`src/rtl/seq_divider_ctrl.sv`:
```
// Iterative restoring divider, one quotient bit per cycle, start/done handshake.
// Signed operation is compiled in only when SEQ_DIVIDER_SIGNED_EN is defined.
module seq_divider_ctrl #(
    parameter int unsigned W = 5
) (
    input  logic         clk,
    input  logic         resetn,
    input  logic         start,
    input  logic         signed_mode,
    input  logic [W-1:0] dividend,
    input  logic [W-1:0] divisor,
    output logic         busy,
    output logic         done,
    output logic [W-1:0] quotient,
    output logic [W-1:0] remainder,
    output logic         div_zero
);

    localparam int unsigned CW = (W > 1) ? $clog2(W) : 1;

    typedef enum logic [1:0] {IDLE, CALC, FIX, DONE} state_t;

    state_t        state_q;
    logic [W-1:0]  a_q;      // dividend bits shift out, quotient bits shift in
    logic [W-1:0]  p_q;      // partial remainder
    logic [W-1:0]  b_q;      // divisor magnitude
    logic [CW-1:0] cnt_q;
    logic          dz_q;

    logic [W-1:0]  mag_a;
    logic [W-1:0]  mag_b;
    logic [W:0]    shifted;
    logic [W:0]    diff;
    logic          ge;
    logic [W-1:0]  p_d;

`ifdef SEQ_DIVIDER_SIGNED_EN
    logic [W-1:0]  dvd_q;
    logic          neg_q_q;
    logic          neg_r_q;
    logic          sgn_a;
    logic          sgn_b;

    always_comb begin
        sgn_a = signed_mode & dividend[W-1];
        sgn_b = signed_mode & divisor[W-1];
        mag_a = sgn_a ? (-dividend) : dividend;
        mag_b = sgn_b ? (-divisor) : divisor;
    end
`else
    logic unused_signed_mode;

    assign unused_signed_mode = signed_mode;

    always_comb begin
        mag_a = dividend;
        mag_b = divisor;
    end
`endif

    // W+1-bit compare: the shifted partial remainder can exceed W bits
    always_comb begin
        shifted = {p_q, a_q[W-1]};
        diff    = shifted - {1'b0, b_q};
        ge      = (shifted >= {1'b0, b_q});
        p_d     = ge ? diff[W-1:0] : shifted[W-1:0];
    end

    always_ff @(posedge clk) begin
        if (!resetn) begin
            state_q   <= IDLE;
            busy      <= 1'b0;
            done      <= 1'b0;
            div_zero  <= 1'b0;
            quotient  <= '0;
            remainder <= '0;
            a_q       <= '0;
            p_q       <= '0;
            b_q       <= '0;
            cnt_q     <= '0;
            dz_q      <= 1'b0;
`ifdef SEQ_DIVIDER_SIGNED_EN
            dvd_q     <= '0;
            neg_q_q   <= 1'b0;
            neg_r_q   <= 1'b0;
`endif
        end else begin
            done <= 1'b0;
            case (state_q)
                IDLE, DONE: begin
                    if (state_q == DONE) begin
                        done      <= 1'b1;
                        quotient  <= a_q;
                        remainder <= p_q;
                        div_zero  <= dz_q;
                    end
                    if (start) begin
                        a_q     <= mag_a;
                        b_q     <= mag_b;
                        p_q     <= '0;
                        cnt_q   <= CW'(W - 1);
                        dz_q    <= (divisor == '0);
`ifdef SEQ_DIVIDER_SIGNED_EN
                        dvd_q   <= dividend;
                        neg_q_q <= sgn_a ^ sgn_b;
                        neg_r_q <= sgn_a;
`endif
                        busy    <= 1'b1;
                        state_q <= CALC;
                    end else begin
                        state_q <= IDLE;
                    end
                end
                CALC: begin
                    a_q   <= {a_q[W-2:0], ge};
                    p_q   <= p_d;
                    cnt_q <= cnt_q - CW'(1);
                    if (cnt_q == '0) begin
                        state_q <= FIX;
                    end
                end
                FIX: begin
`ifdef SEQ_DIVIDER_SIGNED_EN
                    // Divide-by-zero bypasses the sign fix and returns the raw dividend
                    if (dz_q) begin
                        a_q <= '1;
                        p_q <= dvd_q;
                    end else begin
                        a_q <= neg_q_q ? (-a_q) : a_q;
                        p_q <= neg_r_q ? (-p_q) : p_q;
                    end
`endif
                    busy    <= 1'b0;
                    state_q <= DONE;
                end
                default: state_q <= IDLE;
            endcase
        end
    end

endmodule

```
`config.mk`:
```
export PLATFORM = sky130hd
export DESIGN_NAME = seq_divider_ctrl
export DESIGN_NICKNAME = d
export VERILOG_FILES = /design/src/rtl/seq_divider_ctrl.sv
export SDC_FILE = /design/constraint.sdc
export NUM_CORES = 1
export LEC_CHECK = 0
export CAP_MARGIN = 40
export CORE_ASPECT_RATIO = 2
export CORE_MARGIN = 2
export CORE_UTILIZATION = 45
export DETAILED_ROUTE_END_ITERATION = 10
export DONT_BUFFER_PORTS = 1
export PLACE_DENSITY = 0.59
export SETUP_SLACK_MARGIN = 0.15
export SLEW_MARGIN = 40
export SYNTH_ARGS = -nofsm -noshare
export SYNTH_HDL_FRONTEND = slang
export SYNTH_SLANG_ARGS = --single-unit
```
`constraint.sdc`:
```
create_clock -name clk -period 2.93 [get_ports clk]
set_clock_uncertainty 0.1 [all_clocks]
set_input_delay 0.586 -clock clk [delete_from_list [all_inputs] [get_ports clk]]
set_output_delay 0.586 -clock clk [all_outputs]
set_load 0.01 [all_outputs]
```
After elaboration in Yosys (flattened, before gate mapping):

Cells that the tools add are included.

* register bits after elaboration: 34

* $add $sub $neg: 2
* magnitude comparators: 1
* reduce and logical (&&, ||, !) cells: 11
* multiplexer cells: 13
* eq/ne operators: 5

Operator list (number)
* $pmux W5 S2: 2
* $mux W5: 3
* $reduce_and A2 Y1: 5
* $ge A6 B5 Y1: 1
* $pmux W2 S3: 1
* $pmux W3 S2: 1
* $logic_not A5 Y1: 1
* $sub A5 B5 Y5: 1
* $eq A2 B2 Y1 const B: 2
* $ne A2 B2 Y1 const B: 2
* $reduce_bool A2 Y1: 2
* $logic_not A3 Y1: 1
* $mux W1: 3
* $mux W3: 1
* $sub A3 B1 Y3 const B: 1
* $eq A2 B1 Y1 const B: 1
* $logic_not A2 Y1: 1
* $mux W2: 1
* $pmux W1 S2: 1
* $reduce_or A2 Y1: 1

Depth between registers and ports, before layout:

Gate-level depths: netlist of the first run.

* word-level depth: 4
* gate-level depth with buffers: 8
* depth with buffers taken out: 7

Worst setup path after synthesis of the first run:

No wires, ideal clock.

* path type: register to register
* start: register a_q[4]
* end: register p_q[4]
* stages on the path, launching flop included: 8
* setup slack: 1167 ps
* buffers on the path: 0
* library setup time: 126 ps
* arrival: 1537 ps
* required time: 2704 ps
* cells stage by stage: dfxtp_1 > inv_1 > ha_1 > fa_1 > nand2b_1 > a21oi_1 > xnor2_1 > o211ai_1

* longest elaborated chain between the ends: 3

Ends and longest elaborated chain
* start: declaration: line 24 `logic [W-1:0] a_q;`
* start signal: assignment: line 98 `a_q <= mag_a;`
* start signal: assignment: line 115 `a_q <= {a_q[W-2:0], ge};`
* $sub A5 B5 Y5 or $ge A6 B5 Y1 (tied branches): line 64, 65
* $mux W5 (*): line 66 `p_d = ge ? diff[W-1:0] : shifted[W-1:0];`
* $pmux W5 S2 (*): line 89 `case (state_q)`
* end signal: assignment: line 116 `p_q <= p_d;`
* end: declaration: line 25 `logic [W-1:0] p_q;`

Mark *: on every way between the ends. The rest lies on a longest branch, timed or not.
A chain may end at the register's enable or synchronous reset.

Worst setup path after layout of the first run:

* start: register state_q[0]
* end: register p_q[4]

* longest elaborated chain between the ends: 4

Ends and longest elaborated chain
* start: declaration: line 23 `state_t state_q;`
* start signal: assignment: line 71 `state_q <= IDLE;`
* start signal: assignment: line 109 `state_q <= CALC;`
* start signal: assignment: line 111 `state_q <= IDLE;`
* $eq A2 B2 Y1 or $logic_not A2 Y1 (tied branches): line 89
* $reduce_or A2 Y1: line 89
* $ne A2 B2 Y1 (no line) or $reduce_bool A2 Y1 (tied branches)
* $reduce_and A2 Y1 (no line)

Several ways; a longest one is shown, not always the timed one.

==> results of run 1 <==
==> cell type report <==
| cell class | count | area (um^2) |
|---|---|---|
| clock buffer | 7 | 86.3 |
| clock inverter | 1 | 5.00 |
| fill | 342 | 1770 |
| inverter | 14 | 52.6 |
| multi-input combinational | 126 | 863 |
| sequential | 34 | 681 |
| tap | 49 | 61.3 |
| timing repair buffer | 1 | 11.3 |
==> metal layers <==
layer / vias to the layer above / GRT usage, % / wire length (um)
li1: 625 / - / -
met1: 547 / 20.3 / 1300
met2: 36 / 29.3 / 1470
met3: 5 / 6.46 / 221
met4: 0 / 7.79 / 61
met5: - / 0 / 0
==> worst paths after layout <==
kind / to
worst min-delay path: state_q[0]
worst min register to register: b_q[0]
worst max register to register: p_q[4]
worst max-delay path: p_q[4]
==> metrics by stage <==
stage                     total power, mW  instances  hold slack, ps  util [%]  instance area (um^2)
after detailed placement             1.32        223             350      47.0                  1660
final                                1.66        232             331      49.9                  1760
after global placement               1.31        223             339      47.0                  1660
after CTS                            1.67        231             331      49.6                  1750
after floorplan                      1.20        181             332         -                  1630
after global routing                 1.80        232             331      49.9                  1760
==> worst reg2reg max path: stages, from the launching register on <==
cell and delay [ps]:
dfxtp_1 380, inv_1 60, ha_1 480, mux2i_1 400, and2_1 290, nand2_1 80, o211ai_1 80
==> power by group <==
part           switching (mW)  internal [mW]
Combinational           0.405          0.278
Sequential             0.0736          0.551
Clock                   0.162          0.189
==> logic make-up (layout without fill, tap and decap cells) <==
family	count (synthesis)	after routing	share of synthesized area, %
simple gates	61	61	16.9
compound gates	36	36	16.3
flops	34	34	41.7
buf+inv	21	23	5.29
mux	16	16	9.82
fa+ha+maj	11	11	8.90
xor+xnor	2	2	1.07
==> sequential cells by signal, summed over array words and instances, names as in the netlist <==
signal	cells
a_q	5
b_q	5
busy	1
cnt_q	3
div_zero	1
done	1
dz_q	1
p_q	5
quotient	5
remainder	5
state_q	2
==> cell usage in the layout (no fill, tap or decap), types with 3 or more instances in the layout <==
cell / synthesis / layout
nand4_1: 3 / 3
o21ai_1: 3 / 3
a211oi_1: 5 / 5
o211ai_1: 3 / 3
clkbuf_8: 0 / 6
a21oi_1: 10 / 10
nand2b_1: 4 / 4
inv_1: 12 / 12
mux2i_1: 16 / 16
nor2_1: 24 / 24
nand2_1: 17 / 17
dfxtp_1: 34 / 34
nand3_1: 5 / 5
ha_1: 10 / 10
==> flow_summary.toml, run 1 <==
[outcome]
status = "finished, final reports clean"

[layout]
nets = 207
layout-drive-gt1-share_pct = 8.20
antennaDiodeCount = 0
syn2layout_area_growth_pct = 7.98

[timing]
slew_viol_final = 0
finalCritPeriodShare_pct = 66.5
max_freq_mhz = 513
setup_viol = 0
fin_crit_ps = 1950
slew-limit-headroom_pct = 50.2
hold_violations = 0
layout_setup_ws_ps = 982
tns_ps = 0
rsz0062_at_grt = "no"
tightest_slew_ps = 748

[job]
maxCapViolCount = 0

[cts]
cts_max_level = 2
cts_buffers = 5
clock_sinks = 34
hold_buffers = 0
ctsResizeCount = 0
root_buffer = "clkbuf_8"
clk_latency_ps = 290
path_clk_slew_ps = 70
cts_buffer_depth = 2
cts_tree = "yes"
postCtsSetupBuffers = 0

[global_route]
grt_overflow_total = 0
grt_max_degree = 28
grt_pass1_wl_um = 5350
grt_util_all_layers_pct = 17.9
grt_pass1_vias = 1215
antenna_found_initial = 0

[die]
num_rows = 31
core_mm2 = 0.00353
die_h_um = 89.1
start_util_pct = 46.2
dieArea_mm2 = 0.00415
die_x_um = 46.6
ioPinCount = 27

[worst_setup_path]
arrival_ps = 2050
cpPeakStageDelay_ps = 480
path_depth = 6
setup.worst_path.class = "register to register"
r2r-start = "state_q[0]"
critPathCaptureType = "register"
worstPathCellList = "inv_1 > ha_1 > mux2i_1 > and2_1 > nand2_1 > o211ai_1"
crit_family = "adder cells"
ff2ff_setup_slack_ps = 980
cp_slowest_cell = "ha_1"
worstPathMaxFanout = 8
startpoint = "state_q[0]"
required_ps = 3040
reg2regPathDepth = 6
critical_path.startpoint_type = "register"
critPathBufInv = 1

[synthesis]
yosys-top-cells-count = "dfxtp_1, nor2_1, nand2_1"
synth.most_common_cell = "dfxtp_1"
synth_edf_count = 0
syn_nets = 206
netlist.area_leader.share_pct = 41.7
yosysUniqueCellTypes = 37
synthArstFlopShare_pct = 0
ys_top_cells_by_area = "dfxtp_1, mux2i_1, ha_1, nor2_1, nand2_1"
syn_inst = 181
ys_ff_latch = 34
synth_area_per_cell_um2 = 9.01
synth_seq_area_share_pct = 41.7
ys.flop_type = "dfxtp_1"
yosysWarnings = 0
netlist_area_mm2 = 0.00163
yosysTopAreaCell = "dfxtp_1"

[place]
dp_hpwl_um = 2230
gp_congestion = 0.795
dp_slack_ps = 988
port_buffers = 0

[pwr]
vdd_drop_max_mv = 0.449
powerDensity_mw_per_mm2 = 942
leakagePower_nw = 0.672

[route]
drt_iter0_drc = 28
drc_errors = 0
wl_um = 3050
wire_per_inst_um = 13.2
antenna_left = 0
vias = 1213
vias_per_cell = 5.23
drt_pass1_iterations = 4

[hold_path]
hp-start = "resetn"
hold_path_class = "input pin to register"
holdPathStages = 2
Power figures use the tool's default switching activity.
==> run 2, diff against run 1 <==
clock period = 2 ns   (was 2.93 ns; I/O delays follow)
==> flow_summary.toml, run 2 (same netlist as run 1, synthesis figures left out) <==
[outcome]
status = "finished, final reports clean"

[hold_path]
hold_path_class = "input pin to register"
hp-start = "divisor[2]"

[layout]
layout-drive-gt1-share_pct = 16.9
fin_util_pct = 52.5
antennaDiodeCount = 0
layout.cells.most_common = "dfxtp_1"
syn2layout_area_growth_pct = 13.7
layout_common_cells = "dfxtp_1, nor2_1, nand2_1"
nets = 213

[cts]
cts_tree = "yes"
cts_max_level = 2
root_buffer = "clkbuf_8"
clk_latency_ps = 290
hold_buffers = 0
cts_buffer_depth = 2
clock_sinks = 34
path_clk_slew_ps = 70
cts_buffers = 5

[die]
ioPinCount = 27
die_x_um = 46.6
die_h_um = 89.1
start_util_pct = 46.2
num_rows = 31
core_mm2 = 0.00353
dieArea_mm2 = 0.00415

[timing]
hold_violations = 0
slew-limit-headroom_pct = 80.5
slew_viol_final = 0
rsz0062_at_grt = "no"
tightest_slew_ps = 291
max_freq_mhz = 558
finalCritPeriodShare_pct = 89.6
setup_viol = 0
tns_ps = 0
fin_crit_ps = 1790
hold_ws_ps = 149

[worst_setup_path]
critical_path.startpoint_type = "register"
r2r-start = "a_q[4]"
startpoint = "a_q[4]"
worstPathMaxFanout = 5
critPathCaptureType = "register"
ff2ff_setup_slack_ps = 210
required_ps = 2140
setup.worst_path.class = "register to register"
arrival_ps = 1930

[pwr]
p_sw_mw = 1.01
leakagePower_nw = 0.702
p_int_mw = 1.61
sw_frac_of_total_pct = 38.6
p_comb_share_pct = 45.1
clockPowerShare_pct = 20.0
powerDensity_mw_per_mm2 = 1410
vdd_drop_max_mv = 0.702
seqPwrFrac_pct = 34.9

[place]
port_buffers = 0
gp_congestion = 0.779
dp_hpwl_um = 2320

[global_route]
grt_pass1_vias = 1204
grt_pass1_wl_um = 5490
antenna_found_initial = 0
grt_max_degree = 28
grt_util_all_layers_pct = 18.6
grt_overflow_total = 0

[job]
maxCapViolCount = 0

[route]
wire_per_inst_um = 13.6
vias_per_cell = 5.23
antenna_left = 0
drc_errors = 0
drt_pass1_iterations = 4
vias = 1244
drt_iter0_drc = 11
wl_um = 3230
run 2: power by group through the flow:
stage | Clock [mW] | Sequential [mW] | Combinational (mW)
after floorplan | 0 | 0.900 | 0.858
after global placement | 0 | 0.925 | 1.05
after detailed placement | 0 | 0.926 | 1.07
after CTS | 0.540 | 0.913 | 1.08
after global routing | 0.566 | 0.935 | 1.34
final | 0.523 | 0.915 | 1.18
run 2: metal layers:
metal | vias to the layer above | global-route usage, % | wire length [um]
met5 | - | 0 | 0
met1 | 570 | 22.4 | 1390
li1 | 638 | - | -
met2 | 30 | 28.8 | 1590
met3 | 6 | 6.06 | 173
met4 | 0 | 9.35 | 77
run 2: area by class of cell:
cell class	count	area (um^2)
fill	329	1680
clock inverter	1	5.00
clock buffer	7	86.3
multi-input combinational	126	912
tap	49	61.3
timing repair buffer	7	52.6
sequential	34	683
inverter	14	52.6
run 2: stage by stage:
stage | setup WS [ps] | total power, mW | area [um^2] | cells
6_report | 208 | 2.62 | 1850 | 238
5_1_grt | 155 | 2.84 | 1850 | 238
4_1_cts | 170 | 2.53 | 1810 | 237
3_5_place_dp | 111 | 1.99 | 1700 | 229
3_3_place_gp | 114 | 1.97 | 1700 | 229
2_1_floorplan | 237 | 1.76 | 1630 | 181
run 2: worst max-delay path, cell delays in order, from the launching register on:
cell,delay [ps]
dfxtp_2,340
inv_1,60
ha_2,190
fa_2,430
buf_4,160
a21o_4,210
nand3_1,90
a32o_1,160
run 2: worst paths after layout:
check	end	cells after the start
setup / recovery	p_q[1]	7
hold / removal	b_q[2]	2
setup reg to reg	p_q[1]	7
hold reg to reg	cnt_q[0]	2
run 2: repair_timing:
action,CTS,global route
buffers inserted,0,1
resized for setup,2,10
pin swaps,2,2
endpoints found under the setup margin,4,8
